==> src/rtl/switch_event_pkg.sv <==
// Shared definitions for the switch event block: event codes presented
// to the application and the width of the switch index field.
package switch_event_pkg;

   localparam int SW_IDX_W = 3;

   typedef enum logic [1:0] {
      EV_NONE    = 2'b00,
      EV_PRESS   = 2'b01,
      EV_RELEASE = 2'b10,
      EV_LONG    = 2'b11
   } event_e;

endpackage

==> src/rtl/switch_event_track.sv <==
// Per-switch tracker: detects press/release edges, times long presses and
// keeps one pending bit per event type until the arbiter grants it.
// LONG_PRESS_TICKS is expected to be at least 2.
module switch_event_track
   import switch_event_pkg::*;
#(
   parameter int LONG_PRESS_TICKS = 12500000,
   parameter int CNT_W            = 24
) (
   input  logic i_Clk,
   input  logic i_Rst_L,
   input  logic i_Switch,
   input  logic i_Clr_Press,
   input  logic i_Clr_Long,
   input  logic i_Clr_Release,
   output logic o_Pend_Press,
   output logic o_Pend_Long,
   output logic o_Pend_Release,
   output logic o_Overrun
);

   // Counter value that, once reached by an increment, marks a long press.
   localparam logic [CNT_W-1:0] FIRE_AT = CNT_W'(LONG_PRESS_TICKS - 1);

   logic             prev_q, prev_d;
   logic [CNT_W-1:0] cnt_q, cnt_d;
   logic             long_fired_q, long_fired_d;
   logic             pend_press_q, pend_press_d;
   logic             pend_long_q, pend_long_d;
   logic             pend_release_q, pend_release_d;
   logic             overrun_q, overrun_d;
   logic             rise, fall, set_long;
   logic [CNT_W-1:0] cnt_inc;

   assign rise    = i_Switch & ~prev_q;
   assign fall    = ~i_Switch & prev_q;
   assign cnt_inc = cnt_q + 1'b1;

   // Edge detect and long-press timing; a fired long press freezes the counter.
   always_comb begin
      prev_d       = i_Switch;
      cnt_d        = cnt_q;
      long_fired_d = long_fired_q;
      set_long     = 1'b0;
      if (rise || fall) begin
         cnt_d        = '0;
         long_fired_d = 1'b0;
      end else if (i_Switch && !long_fired_q) begin
         cnt_d = cnt_inc;
         if (cnt_inc == FIRE_AT) begin
            set_long     = 1'b1;
            long_fired_d = 1'b1;
         end
      end
   end

   // Pending bits: a grant in the same cycle as a new event leaves the bit set,
   // while a duplicate onto an ungranted set bit is dropped and flagged.
   always_comb begin
      pend_press_d   = (pend_press_q & ~i_Clr_Press) | rise;
      pend_long_d    = (pend_long_q & ~i_Clr_Long) | set_long;
      pend_release_d = (pend_release_q & ~i_Clr_Release) | fall;
      overrun_d      = overrun_q
                     | (rise & pend_press_q & ~i_Clr_Press)
                     | (set_long & pend_long_q & ~i_Clr_Long)
                     | (fall & pend_release_q & ~i_Clr_Release);
   end

   // State registers with synchronous active-low reset.
   always_ff @(posedge i_Clk) begin
      if (!i_Rst_L) begin
         prev_q         <= 1'b0;
         cnt_q          <= '0;
         long_fired_q   <= 1'b0;
         pend_press_q   <= 1'b0;
         pend_long_q    <= 1'b0;
         pend_release_q <= 1'b0;
         overrun_q      <= 1'b0;
      end else begin
         prev_q         <= prev_d;
         cnt_q          <= cnt_d;
         long_fired_q   <= long_fired_d;
         pend_press_q   <= pend_press_d;
         pend_long_q    <= pend_long_d;
         pend_release_q <= pend_release_d;
         overrun_q      <= overrun_d;
      end
   end

   assign o_Pend_Press   = pend_press_q;
   assign o_Pend_Long    = pend_long_q;
   assign o_Pend_Release = pend_release_q;
   assign o_Overrun      = overrun_q;

endmodule

==> src/rtl/switch_event_arbiter.sv <==
// Merges per-switch events into one valid/ready stream using a round-robin
// arbiter over switches with anything pending and a registered output stage.
module switch_event_arbiter
   import switch_event_pkg::*;
#(
   parameter int NUM_SW           = 4,
   parameter int LONG_PRESS_TICKS = 12500000,
   parameter int CNT_W            = 24
) (
   input  logic              i_Clk,
   input  logic              i_Rst_L,
   input  logic [NUM_SW-1:0] i_Switch,
   input  logic              i_Ready,
   output logic              o_Valid,
   output logic [2:0]        o_Sw_Idx,
   output logic [1:0]        o_Event,
   output logic [NUM_SW-1:0] o_Overrun
);

   logic [NUM_SW-1:0]   pend_press, pend_long, pend_release, any_pend;
   logic [NUM_SW-1:0]   clr_press, clr_long, clr_release;
   logic                load_en, found;
   logic [SW_IDX_W-1:0] grant_idx;
   event_e              grant_ev;
   logic [SW_IDX_W-1:0] ptr_q, ptr_d;
   logic [SW_IDX_W-1:0] idx_q, idx_d;
   event_e              ev_q, ev_d;
   logic                valid_q, valid_d;

   for (genvar g = 0; g < NUM_SW; g++) begin : g_track
      switch_event_track #(
         .LONG_PRESS_TICKS(LONG_PRESS_TICKS),
         .CNT_W           (CNT_W)
      ) u_track (
         .i_Clk         (i_Clk),
         .i_Rst_L       (i_Rst_L),
         .i_Switch      (i_Switch[g]),
         .i_Clr_Press   (clr_press[g]),
         .i_Clr_Long    (clr_long[g]),
         .i_Clr_Release (clr_release[g]),
         .o_Pend_Press  (pend_press[g]),
         .o_Pend_Long   (pend_long[g]),
         .o_Pend_Release(pend_release[g]),
         .o_Overrun     (o_Overrun[g])
      );
   end

   assign any_pend = pend_press | pend_long | pend_release;
   assign load_en  = ~valid_q | i_Ready;

   // Round-robin pick: first pending switch at or above the pointer, else wrap to the lowest.
   always_comb begin
      found     = 1'b0;
      grant_idx = '0;
      for (int i = 0; i < NUM_SW; i++) begin
         if (!found && any_pend[i] && (i >= int'(ptr_q))) begin
            found     = 1'b1;
            grant_idx = SW_IDX_W'(i);
         end
      end
      for (int i = 0; i < NUM_SW; i++) begin
         if (!found && any_pend[i]) begin
            found     = 1'b1;
            grant_idx = SW_IDX_W'(i);
         end
      end
   end

   // Event type for the granted switch (press > long > release) and its single clear strobe.
   always_comb begin
      grant_ev    = EV_NONE;
      clr_press   = '0;
      clr_long    = '0;
      clr_release = '0;
      for (int i = 0; i < NUM_SW; i++) begin
         if (found && (grant_idx == SW_IDX_W'(i))) begin
            if (pend_press[i]) begin
               grant_ev     = EV_PRESS;
               clr_press[i] = load_en;
            end else if (pend_long[i]) begin
               grant_ev    = EV_LONG;
               clr_long[i] = load_en;
            end else if (pend_release[i]) begin
               grant_ev       = EV_RELEASE;
               clr_release[i] = load_en;
            end
         end
      end
   end

   // Output register loads when empty or consumed; the pointer advances past each grant.
   always_comb begin
      valid_d = valid_q;
      idx_d   = idx_q;
      ev_d    = ev_q;
      ptr_d   = ptr_q;
      if (load_en) begin
         valid_d = found;
         idx_d   = grant_idx;
         ev_d    = grant_ev;
         if (found) begin
            if (int'(grant_idx) == NUM_SW - 1) begin
               ptr_d = '0;
            end else begin
               ptr_d = grant_idx + 1'b1;
            end
         end
      end
   end

   // Output and pointer registers with synchronous active-low reset.
   always_ff @(posedge i_Clk) begin
      if (!i_Rst_L) begin
         valid_q <= 1'b0;
         idx_q   <= '0;
         ev_q    <= EV_NONE;
         ptr_q   <= '0;
      end else begin
         valid_q <= valid_d;
         idx_q   <= idx_d;
         ev_q    <= ev_d;
         ptr_q   <= ptr_d;
      end
   end

   assign o_Valid  = valid_q;
   assign o_Sw_Idx = idx_q;
   assign o_Event  = ev_q;

endmodule
==> config.mk <==
export PLATFORM = sky130hd
export DESIGN_NAME = switch_event_arbiter
export DESIGN_NICKNAME = d
export VERILOG_FILES = /design/src/rtl/switch_event_pkg.sv /design/src/rtl/switch_event_track.sv /design/src/rtl/switch_event_arbiter.sv
export SDC_FILE = /design/constraint.sdc
export NUM_CORES = 1
export LEC_CHECK = 0
export BUFFER_PORTS_ARGS = -buffer_cell sky130_fd_sc_hd__buf_2
export CAP_MARGIN = 20
export CORE_ASPECT_RATIO = 1.4
export CORE_UTILIZATION = 60
export CTS_BUF_LIST = sky130_fd_sc_hd__clkbuf_16
export DETAILED_ROUTE_END_ITERATION = 6
export PLACE_DENSITY = 0.77
export SYNTH_ARGS = -nofsm -noshare
export SYNTH_HDL_FRONTEND = slang
export SYNTH_HIERARCHICAL = 1
export SYNTH_SLANG_ARGS = --single-unit
==> constraint.sdc <==
create_clock -name i_Clk -period 3.11 [get_ports i_Clk]
set_input_delay 0.1555 -clock i_Clk [delete_from_list [all_inputs] [get_ports i_Clk]]
set_output_delay 0.1555 -clock i_Clk [all_outputs]
set_load 0.01 [all_outputs]
==> impl_metrics.ini <==
[cts]
cts_buffers = 17
clock_path_buffers = 2
hold_buffers = 0
htreeDepth = 4
cts_tree = built
cts.sinks = 127
post_cts_resized = 0
root_buffer = clkbuf_16
clk_latency_ps = 410
cts.clk_slew.worst_paths_ps = 50
postCtsSetupBuffers = 0

[route]
routed_wl_mm = 16.02
wl_per_cell_um = 14.86
vias_per_cell = 6.006
ant_nets = 0
remaining_drc_errors = 0
vias = 6474
drt-initial-drc-count = 250
drtPass1Iterations = 5

[worst_setup_path]
cp.arrival_ps = 3040
critPathKind = flip-flop to flip-flop
start_kind = flip-flop
cp.required_ps = 3390
crit_path_cell_trace = or3_4, a21oi_2, nor2b_1, or3_4, inv_2, ha_1, nand2_1, nor4b_1, nor2b_1, a221o_1, nand2_1, o41ai_2
crit_family = simple AND/OR/NAND/NOR gates
critPathMaxStageDelay_ps = 430
end_kind = flip-flop
crit_fanout = 8
path_buf_inv = 1
slowest_stage = or3_4

[final_layout]
final_common_cell = dfxtp_1
antennaDiodeCount = 0
regArea_um2 = 2542
n_fill_cell = 1040
fin_nets = 942
drive_gt1_share_pct = 9.483
syn_to_final_growth_pct = 8.938
final_cell_mix = dfxtp_1 (127), nor2_1 (123), nand2_1 (71)
multi_input_area_um2 = 4547

[synth]
yosys_warnings = 6
synth-xor-area-share_pct = 12.23
async_reset_ff_share_pct = 0
yosys.area_share.simple_pct = 32.07
syn_avg_cell_area_um2 = 8.180
ys.flop_type = dfxtp_1
syn-num-nets = 946
syn_inst = 919
synth_mux_area_share_pct = 0
syn_area_um2 = 7517
synthDistinctLibCells = 70
synth_fa_ha_area_share_pct = 3.329
yosysSeqAreaShare_pct = 33.82
synth.ff_latch_count = 127
synth_compound_area_share_pct = 12.80
synth_edf_count = 0
synth_top_family_by_area = simple AND/OR/NAND/NOR gates

[sta]
fin_skew_ps = 7.045
rsz0062_at_grt = no
drv_slew = 0
post-route-period-util_pct = 88.76
setup_tns_ps = 0
min_period_ps = 2761
hold_viol_final = 0
fmax_mhz = 362.2
slew_headroom_pct = 52.19
setup_viol = 0
hold_slack_ps = 18.31
worst_pin_slew_ps = 714.5

[floorplan]
dieArea_um2 = 12990
io_pins = 17
initial_core_util_pct = 61.36
die_width_um = 96.60
row_count = 48
core_area_um2 = 12250
die_h_um = 134.4

[global_route]
grt_first_pass_wirelength_mm = 27.17
grt_max_degree = 26
grt-ovfl-total = 0
antenna_found_initial = 0
gr-usage-all-layers_pct = 25.12
grt_pass1_vias = 6150

[hold_path]
hold_class = input pin to flip-flop

[place]
dpl.hpwl_mm = 11.07
numPortBuffers = 15
place.gp.congestion = 0.8911

[power_and_ir_drop]
power.leakage_nw = 2.890
ir_drop_uv = 377.8
powerDensity_nw_per_um2 = 501.0

[status]
status = finished, final reports clean

[run]
drv_cap = 0
[area by class of cell]
type	instances	area share, %
clock buffers	17	5.195
multi-input cells	705	55.52
well taps	150	2.292
flip-flops and latches	127	31.05
clock inverters	15	2.460
inverters	42	1.925
repair buffers	22	1.558
[metrics by stage]
step           util (%)  cell area, um^2  worst slack [ps]  cells  power, mW
6_report          66.84             8189             349.4   1078      4.103
5_1_grt           66.84             8189             207.4   1078      4.242
4_1_cts           66.84             8189             350.1   1078      4.134
3_5_place_dp      61.72             7562             364.4   1046      2.023
3_3_place_gp      61.72             7562             431.1   1046      2.017
2_1_floorplan         -             7517             550.3    919      1.940
[cells by family (layout without fill, tap and decap cells)]
kind of cell               Yosys count  in the layout
AOI/OAI and AO/OA                  128            128
xor gates and xnor gates           105            105
adders and majority gates           20             20
buffers and inverters               87             96
DFF                                127            127
other                                1              1
and+or+nand+nor                    451            451
[routing by layer]
layer  track usage [%]  up-vias  share of wire, %
met5                 0        -                 0
met4             10.78        0               2.3
met3             5.419       39               3.5
met2             46.67      139                52
met1             27.27     3052                43
li1                  -     3244                 -
[Yosys cell counts (7+ instances only)]
cell type / count / share of area, %
nor2b_1: 10 / 0.83
a21oi_1: 13 / 0.87
a311o_1: 7 / 0.93
xnor2_1: 44 / 5.1
nand4_1: 38 / 3.2
nand2b_1: 7 / 0.58
dfxtp_1: 127 / 34
buf_6: 7 / 1.0
o22ai_1: 7 / 0.58
nand3b_1: 8 / 0.80
nand2_1: 71 / 3.5
o21a_1: 10 / 1.0
a2111oi_2: 7 / 1.4
nor3_1: 24 / 1.6
or3_1: 17 / 1.4
ha_1: 20 / 3.3
inv_1: 41 / 2.0
a31oi_1: 7 / 0.58
nand3_1: 54 / 3.6
and3_1: 32 / 2.7
o21ai_0: 30 / 2.0
and2_1: 10 / 0.83
xor2_1: 61 / 7.1
and4_1: 14 / 1.6
clkbuf_1: 14 / 0.70
buf_2: 16 / 1.1
nor2_1: 123 / 6.1
[state kept, by name (all words and copies together) (netlist names)]
register / cells
g_track.u_track/cnt_q: 96
g_track.u_track/long_fired_q: 4
g_track.u_track/o_Overrun: 4
g_track.u_track/o_Pend_Long: 4
g_track.u_track/o_Pend_Press: 4
g_track.u_track/o_Pend_Release: 4
g_track.u_track/prev_q: 4
o_Event: 2
o_Sw_Idx: 2
o_Valid: 1
ptr_q: 2
[worst reg2reg max path, stage by stage, from the launching register on]
cell and delay (ps):
dfxtp_1 370, or3_4 430, a21oi_2 150, nor2b_1 50
or3_4 420, inv_2 80, ha_1 240, nand2_1 100
nor4b_1 280, nor2b_1 90, a221o_1 290, nand2_1 80
o41ai_2 60
[report_power, final]
part | internal (mW) | leakage [nW] | switching, mW | total (mW)
logic | 0.110 | 1.56 | 0.178 | 0.288
registers | 1.66 | 1.03 | 0.0381 | 1.70
clock network | 1.40 | 0.304 | 0.709 | 2.11
[path summary, 6_finish.rpt]
| check | start | end | slack [ps] | cells after the start |
|---|---|---|---|---|
| max | g_track[0].u_track/o_Pend_Long | g_track[1].u_track/o_Overrun | 350 | 12 |
| min | i_Switch[2] | g_track[2].u_track/prev_q | 20 | 2 |
| max reg2reg | g_track[0].u_track/o_Pend_Long | g_track[1].u_track/o_Overrun | 350 | 12 |
| min reg2reg | g_track[3].u_track/long_fired_q | g_track[3].u_track/long_fired_q | 460 | 2 |
Note: power is estimated with default switching activity, not from simulation.
